## config.mk

```make
export PLATFORM = sky130hd
export DESIGN_NAME = signed_addsub_acc
export DESIGN_NICKNAME = d
export VERILOG_FILES = /design/src/rtl/signed_addsub_acc.sv
export SDC_FILE = /design/constraint.sdc
export NUM_CORES = 1
export LEC_CHECK = 0
export CAP_MARGIN = 0
export CORE_ASPECT_RATIO = 0.9
export CORE_MARGIN = 2
export CORE_UTILIZATION = 35
export DETAILED_ROUTE_END_ITERATION = 10
export PLACE_DENSITY = 0.54
export SLEW_MARGIN = 10
export SYNTH_ARGS = -nofsm -noshare
export SYNTH_HDL_FRONTEND = slang
export SYNTH_SLANG_ARGS = --single-unit
```

## constraint.sdc

```tcl
create_clock -name clk -period 2.65 [get_ports clk]
set_clock_uncertainty 0.05 [all_clocks]
set_input_delay 0.265 -clock clk [delete_from_list [all_inputs] [get_ports clk]]
set_output_delay 0.265 -clock clk [all_outputs]
set_load 0.05 [all_outputs]
```

## src/rtl/signed_addsub_acc.sv

```systemverilog
// signed_addsub_acc: two-stage pipelined signed add / subtract / accumulate unit.
//
// Ports:
//   clk, rst_n           clock (rising edge), asynchronous active-low reset
//   in_valid, in_ready   operand handshake (transfer on in_valid & in_ready)
//   a, b                 W-bit two's-complement operands
//   op                   00 ADD, 01 SUB, 10 ACC (acc += a), 11 LOAD (acc = a)
//   out_valid, out_ready result handshake (transfer on out_valid & out_ready)
//   sum                  exact (W+1)-bit result; sign-extended a for ACC/LOAD
//   acc                  ACC_W-bit accumulator value after this transaction
//   ovf                  ACC only: true accumulate result left the ACC_W range
//
// Stage S1 holds operands, op and the precomputed exact sum. Stage S2 is the
// output register and owns the accumulator. Capacity is two transactions.

module signed_addsub_acc #(
  parameter int unsigned W     = 4,
  parameter int unsigned ACC_W = 8,
  parameter int unsigned SAT   = 1
) (
  input  logic               clk,
  input  logic               rst_n,
  input  logic               in_valid,
  output logic               in_ready,
  input  logic [W-1:0]       a,
  input  logic [W-1:0]       b,
  input  logic [1:0]         op,
  output logic               out_valid,
  input  logic               out_ready,
  output logic [W:0]         sum,
  output logic [ACC_W-1:0]   acc,
  output logic               ovf
);

  localparam int unsigned SW  = W + 1;      // exact add/sub result width
  localparam int unsigned AXW = ACC_W + 1;  // accumulate width with guard bit

  localparam logic [1:0] OP_ADD  = 2'b00;
  localparam logic [1:0] OP_SUB  = 2'b01;
  localparam logic [1:0] OP_ACC  = 2'b10;
  localparam logic [1:0] OP_LOAD = 2'b11;

  // Stage S1 registers
  logic              s1_full_q, s1_full_d;
  logic [1:0]        s1_op_q,   s1_op_d;
  logic [W-1:0]      s1_a_q,    s1_a_d;
  logic [SW-1:0]     s1_sum_q,  s1_sum_d;

  // Stage S2 (output) registers
  logic              out_valid_q, out_valid_d;
  logic [SW-1:0]     sum_q,       sum_d;
  logic [ACC_W-1:0]  acc_q,       acc_d;
  logic              ovf_q,       ovf_d;

  // Handshake / datapath intermediates
  logic              s2_adv_c;
  logic              s1_move_c;
  logic              in_xfer_c;
  logic [SW-1:0]     a_x_c;
  logic [SW-1:0]     b_x_c;
  logic [SW-1:0]     pre_sum_c;
  logic [AXW-1:0]    acc_ext_c;
  logic [AXW-1:0]    a_acc_c;
  logic [AXW-1:0]    acc_sum_c;
  logic              acc_oor_c;
  logic [ACC_W-1:0]  acc_sat_c;
  logic [ACC_W-1:0]  a_load_c;

  // Pipeline flow control: S2 drains when empty or accepted downstream,
  // S1 may refill on the same edge that it moves into S2.
  always_comb begin
    s2_adv_c  = !out_valid_q || out_ready;
    s1_move_c = s1_full_q && s2_adv_c;
    in_ready  = !s1_full_q || s2_adv_c;
    in_xfer_c = in_valid && in_ready;
  end

  // Exact W+1 bit add/sub; ACC/LOAD pass sign-extended a through as sum.
  always_comb begin
    a_x_c = {a[W-1], a};
    b_x_c = {b[W-1], b};
    case (op)
      OP_ADD:  pre_sum_c = a_x_c + b_x_c;
      OP_SUB:  pre_sum_c = a_x_c - b_x_c;
      default: pre_sum_c = a_x_c;
    endcase
  end

  // S1 next state
  always_comb begin
    s1_full_d = s1_full_q;
    s1_op_d   = s1_op_q;
    s1_a_d    = s1_a_q;
    s1_sum_d  = s1_sum_q;
    if (s1_move_c) begin
      s1_full_d = 1'b0;
    end
    if (in_xfer_c) begin
      s1_full_d = 1'b1;
      s1_op_d   = op;
      s1_a_d    = a;
      s1_sum_d  = pre_sum_c;
    end
  end

  // Accumulate with one guard bit; out of range when the top two bits differ.
  always_comb begin
    acc_ext_c = {acc_q[ACC_W-1], acc_q};
    a_acc_c   = {{(AXW - W){s1_a_q[W-1]}}, s1_a_q};
    acc_sum_c = acc_ext_c + a_acc_c;
    acc_oor_c = acc_sum_c[ACC_W] ^ acc_sum_c[ACC_W-1];
    // Clamp toward the true sign: negative -> signed min, positive -> signed max.
    acc_sat_c = {acc_sum_c[ACC_W], {(ACC_W - 1){~acc_sum_c[ACC_W]}}};
    a_load_c  = {{(ACC_W - W){s1_a_q[W-1]}}, s1_a_q};
  end

  // S2 next state; all outputs hold while stalled.
  always_comb begin
    out_valid_d = out_valid_q;
    sum_d       = sum_q;
    acc_d       = acc_q;
    ovf_d       = ovf_q;
    if (s2_adv_c) begin
      out_valid_d = s1_full_q;
    end
    if (s1_move_c) begin
      sum_d = s1_sum_q;
      ovf_d = 1'b0;
      case (s1_op_q)
        OP_ACC: begin
          ovf_d = acc_oor_c;
          if (acc_oor_c && (SAT != 0)) begin
            acc_d = acc_sat_c;
          end else begin
            acc_d = acc_sum_c[ACC_W-1:0];
          end
        end
        OP_LOAD: acc_d = a_load_c;
        default: acc_d = acc_q;
      endcase
    end
  end

  // State registers
  always_ff @(posedge clk or negedge rst_n) begin
    if (!rst_n) begin
      s1_full_q   <= 1'b0;
      s1_op_q     <= 2'b00;
      s1_a_q      <= '0;
      s1_sum_q    <= '0;
      out_valid_q <= 1'b0;
      sum_q       <= '0;
      acc_q       <= '0;
      ovf_q       <= 1'b0;
    end else begin
      s1_full_q   <= s1_full_d;
      s1_op_q     <= s1_op_d;
      s1_a_q      <= s1_a_d;
      s1_sum_q    <= s1_sum_d;
      out_valid_q <= out_valid_d;
      sum_q       <= sum_d;
      acc_q       <= acc_d;
      ovf_q       <= ovf_d;
    end
  end

  assign out_valid = out_valid_q;
  assign sum       = sum_q;
  assign acc       = acc_q;
  assign ovf       = ovf_q;

endmodule

```

; ---- Yosys cells after proc, flatten, opt, wreduce, memory -nomap -nowiden
; Index checks and enable logic that the tools add are counted.
[word_totals]
reg_bits = 27
output_inout_bits = 16
input_bits = 14
wordCells = 32
[op_classes]
n_addsub = 3
n_reduce_logical = 10
n_bitwise = 2
eq_ne = 3
mux = 6
[op_table]
columns = cell, count
row1 = 8-bit case mux with 2 select lines, 1
row2 = 5-bit case mux with 2 select lines, 1
row3 = 8-bit by 4-bit adder with 9-bit output, 1
row4 = 8-bit 2-to-1 mux, 1
row5 = 4-bit by 4-bit adder with 5-bit output, 1
row6 = 4-bit by 4-bit subtractor with 5-bit output, 1
row7 = "2-bit equality test, second input constant", 2
row8 = 2-bit nonzero test, 2
row9 = 1-bit 2-to-1 mux, 3
row10 = "2-bit by 1-bit equality test with 1-bit output, second input constant", 1
row11 = 1-bit logical AND, 2
row12 = 1-bit zero test, 2
row13 = 2-bit zero test, 1
row14 = 1-bit logical OR, 2
row15 = 2-bit AND reduction, 1
row16 = 1-bit inverter, 1
row17 = 1-bit XOR, 1

; ---- Longest topological paths before layout
[logic_depth]
depth_word = 5
ltp_mapped = 10
depth_no_buf = 10

; ---- Worst setup path before layout
; Ideal clock, no wire load.
[synth_path]
path_type = reg-to-reg
startpoint = register acc_q[0], in the netlist acc[0]
endpoint = register acc_q[3], in the netlist acc[3]
period_less_slack_ns = 2.514
setup_ns = 0.094
t_required_ns = 2.506
slack_ns = 0.136
path_buffers = 0
t_arrival_ns = 2.370
stages_incl_launch_ff = 9
path_cell_list = dfrtp_1 -> ha_1 -> inv_1 -> fa_1 -> nand2b_1 -> a211oi_1 -> a2bb2oi_1 -> o32ai_2 -> a211oi_1
[synth_via]
elab_chain_cells = 4
elab_cells_between_ends = 5
cone_classes = add/sub: 1 / mux: 2 / bitwise: 2
[synth_rtl]
columns = item, line
row1 = "start, declared", 52  ; logic [ACC_W-1:0] acc_q, acc_d;
row2 = "start signal, assigned", 153  ; acc_q <= '0;
row3 = "start signal, assigned", 162  ; acc_q <= acc_d;
row4 = 8-bit by 4-bit adder with 9-bit output (*), 110  ; acc_sum_c = acc_ext_c + a_acc_c;
row5 = 1-bit XOR / 1-bit inverter (equally long branches), "111, 113"
row6 = 8-bit 2-to-1 mux (*), 132  ; if (acc_oor_c && (SAT != 0)) begin
row7 = 8-bit case mux with 2 select lines (*), 129  ; case (s1_op_q)
; Every way passes the cells marked *; elsewhere a longest branch is shown, timed or not.
; A chain may end at the register's enable or synchronous reset.

; ---- Worst setup path after layout
[layout_path]
startpoint = input b[0]
endpoint = register s1_sum_q[4]
[layout_via]
elab_chain_cells = 2
elab_cells_between_ends = 3
cone_classes = add/sub: 2 / mux: 1
[layout_rtl]
columns = item, line
row1 = "start, declared", 26  ; input logic [W-1:0] b,
row2 = 4-bit by 4-bit subtractor with 5-bit output / 4-bit by 4-bit adder with 5-bit output (equally long branches), "84, 83"
row3 = 5-bit case mux with 2 select lines (*), 82  ; case (op)
row4 = "end signal, assigned", 159  ; s1_sum_q <= s1_sum_d;
row5 = "end, declared", 47  ; logic [SW-1:0] s1_sum_q, s1_sum_d;
; Marks and branches as above.

==> impl_metrics.json <==
{
  "groute.usage.overall_pct": 15.95,
  "yosys-top-cells-count": "dfrtp_1, nor2_1, ha_1, inv_1, a21oi_1",
  "synthMostInstantiatedCell": "dfrtp_1",
  "fin_crit_ns": 2.558,
  "worstSetupEndpointType": "flop",
  "final_antenna_net_count": 0,
  "die_width_um": 79.18,
  "tightest_slew_ns": 0.5118,
  "worst_setup_hold_path_clk_slew_ns": 0.09,
  "synth_largest_type_area_fraction_pct": 37.95,
  "worst_ir_drop_vdd_mv": 0.4617,
  "post_layout_nonfiller_instances": 289,
  "num_io_pins": 30,
  "routed-via-count": 1538,
  "timing.fmax_mhz": 390.9,
  "synth.ff_latch_count": 27,
  "detailedRoute.firstIterationViolations": 101,
  "io_buffer_count": 29,
  "clock_insertion_delay_worst_skew_ns": 0.27,
  "via_count_of_the_first_global_routing_pass": 1548,
  "worst_reg2reg_setup_slack_ns": 0.10,
  "power-per-cell-area_mw_per_mm2": 1058,
  "worst_r2r_endpoint": "acc[3]",
  "clock_tree.buffer_depth": 2,
  "cts_post_setup_buffers_inserted": 0,
  "synth_cell_types": 43,
  "status": "finished, final reports clean",
  "path_max_fanout": 2,
  "setup_repair_after_global_routing_missed_its_margin": "true",
  "final_cell_area_sq_mm": 0.002306,
  "worst_r2r_startpoint": "s1_a_q[3]",
  "clock_sinks": 27,
  "post-route-drc-count": 0,
  "power.static_leakage_uw": 0.0009762,
  "max-cap-violations": 0,
  "placeableCoreArea_sq_mm": 0.004865,
  "setup_viol_count_final": 0,
  "timing_max_transition_violations_final": 0,
  "cts-root-buf": "clkbuf_8",
  "netlist_top_cells_area": "dfrtp_1, ha_1, mux2_2, a21oi_1, a211oi_1",
  "fin_crit_sh_pct": 96.55,
  "startpoint": "b[0]",
  "initial_core_util_pct": 36.60,
  "bufs_and_invs_on_worst_path": 2,
  "design.die.area_sq_mm": 0.005674,
  "synth-async-reset-ratio_pct": 100.0,
  "drive_above_1_share_pct": 16.96,
  "grt_max_degree": 28,
  "area_growth_syn_to_layout_pct": 29.51,
  "number_of_nets_in_the_final_layout": 254,
  "placed_cells_incl_taps": 285,
  "synth_edf_count": 0,
  "filler_cell_count": 469,
  "hold_viol_final": 0,
  "timing.critical_path.cells": "clkdlybuf4s50_1 -> inv_1 -> ha_1 -> mux2_2 -> fa_2 -> nor2b_2 -> o21a_1 -> a211oi_1 -> or4_1 -> a31oi_1",
  "critical_path_depth_in_cells": 10,
  "std_cell_rows": 24,
  "hold_class": "input pin to asynchronous set/reset pin",
  "antenna_violations_before_repair": 0,
  "critPathTopFamily": "adder cells",
  "startpoint_type_of_the_worst_setup_path": "input pin",
  "kind_of_critical_path": "input pin to flop",
  "critical_path.max_stage_delay_ns": 0.49,
  "synth_fp_nets": 210,
  "numCtsBuffers": 3,
  "relSlewSlack_pct": 65.77,
  "globalRouteOverflowTotal": 0,
  "hpwl_after_detailed_placement_um": 3320,
  "place.gp.congestion": 0.8899,
  "endpoint": "s1_sum_q[4]",
  "grt_pass1_wl_um": 7162,
  "die_y_um": 71.67,
  "placement_cell_area_sq_mm": 0.002238,
  "synth.yosys.warnings": 0,
  "drt-vias-per-instance": 5.322,
  "data_arrival_time_of_the_critical_path_ns": 2.71,
  "tritoncts": "done",
  "ys.flop_type": "dfrtp_1",
  "syn_inst": 181,
  "synth_seq_area_share_pct": 37.95,
  "drt_pass1_iterations": 4,
  "worst_ep_required_time_ns": 2.80,
  "diodes": 0,
  "cts_max_level": 1,
  "wl_um": 4172,
  "power.total_uw": 2441,
  "synthesis.area_per_instance_sq_um": 9.837,
  "syn_area_sq_mm": 0.001780,
  "r2r_cells": 6,
  "crit_path_top_delay_cell": "clkdlybuf4s50_1",
  "post-synth-top-area-cell": "dfrtp_1",
  "wire_per_inst_um": 14.44
}
==> final cells by class <==
class	count	area (sq um)	area share (%)
clock buffers	3	41.29	1.791
clock inverters	1	7.507	0.3256
inverters	13	48.80	2.116
multi-input cells	138	1061	46.01
flip-flops and latches	27	675.6	29.30
well taps	65	81.33	3.527
repair buffers	42	390.4	16.93
==> power breakdown <==
part | switching (uW) | total [uW] | internal, uW
Clock | 127 | 233 | 107
Combinational | 937 | 1580 | 646
Sequential | 95.2 | 624 | 529
==> worst min path at each step <==
stage / from / to / slack (ns)
global route: rst_n / sum[0] / 0.33
finish: rst_n / sum[2] / 0.30
detailed placement: s1_sum_q[1] / s1_sum_q[1] / 0.43
global placement: s1_sum_q[1] / s1_sum_q[1] / 0.42
floorplan: rst_n / acc[0] / -0.08
CTS: rst_n / sum[0] / 0.32
==> worst reg2reg max path, cell delays in order, from the launching register on <==
cell      delay (ns)
dfrtp_1         0.51
ha_1            0.43
nand3_2         0.14
or4_4           0.54
o211a_2         0.19
a221oi_2        0.40
a211oi_1        0.15
==> metal layers <==
layer	GRT usage (%)	share of wire (%)	vias to the layer above
met2	25.61	48	35
met1	21.74	48	749
met3	2.897	3.1	4
met4	5.556	0.96	0
li1	-	-	750
met5	0	0	-
==> layout by cell type, fill, tap and decap left out, types with 2 or more instances in the layout <==
cell             instances
nand3_1                  3
nor3_1                   5
a21oi_1                 12
nand2b_1                 6
nor2b_1                  3
nand2_1                 10
dfrtp_1                 27
o21a_1                   6
xor2_1                   3
o21ai_0                  9
and3_1                   2
maj3_1                   2
a211oi_1                 6
inv_1                   13
mux2_2                  11
a31oi_1                  2
clkdlybuf4s50_1         28
ha_1                    13
xnor2_1                  4
nor2_1                  14
buf_4                   13
o211ai_1                 2
clkbuf_8                 3
==> stage by stage <==
step                 TNS (ns)  util (%)  hold WS, ns  setup WS [ns]
floorplan                   0         -     -0.08059         0.1360
global placement      -0.2565     46.01       0.4248        -0.2306
detailed placement    -0.3223     46.01       0.4276        -0.2832
CTS                         0     47.02       0.3182       0.005240
global route        -0.001361     47.40       0.3313      -0.001133
finish                      0     47.40       0.3033        0.09151
==> logic make-up (layout without fill, tap and decap cells) <==
| kind of cell | Yosys count | after routing | share of synthesized area, % |
|---|---|---|---|
| multiplexers | 11 | 11 | 6.957 |
| XOR/XNOR | 7 | 7 | 3.443 |
| AND/OR/NAND/NOR | 49 | 49 | 13.91 |
| flip-flops | 27 | 27 | 37.95 |
| AO/OA/AOI/OAI | 53 | 53 | 21.22 |
| buffers and inverters | 16 | 59 | 3.373 |
| adder cells (fa/ha/maj) | 18 | 18 | 13.14 |
==> flip-flops by register name (all words and copies together), names as in the netlist <==
signal     cells
ovf            1
sum            5
acc            8
s1_op_q        2
s1_full_q      1
out_valid      1
s1_sum_q       5
s1_a_q         4
==> what timing repair did <==
action / CTS / global route
hold buffers: 0 / 0
resized for setup: 0 / 5
endpoints found under the setup margin: 0 / 5
No activity file was read; power rests on OpenSTA's default activity.
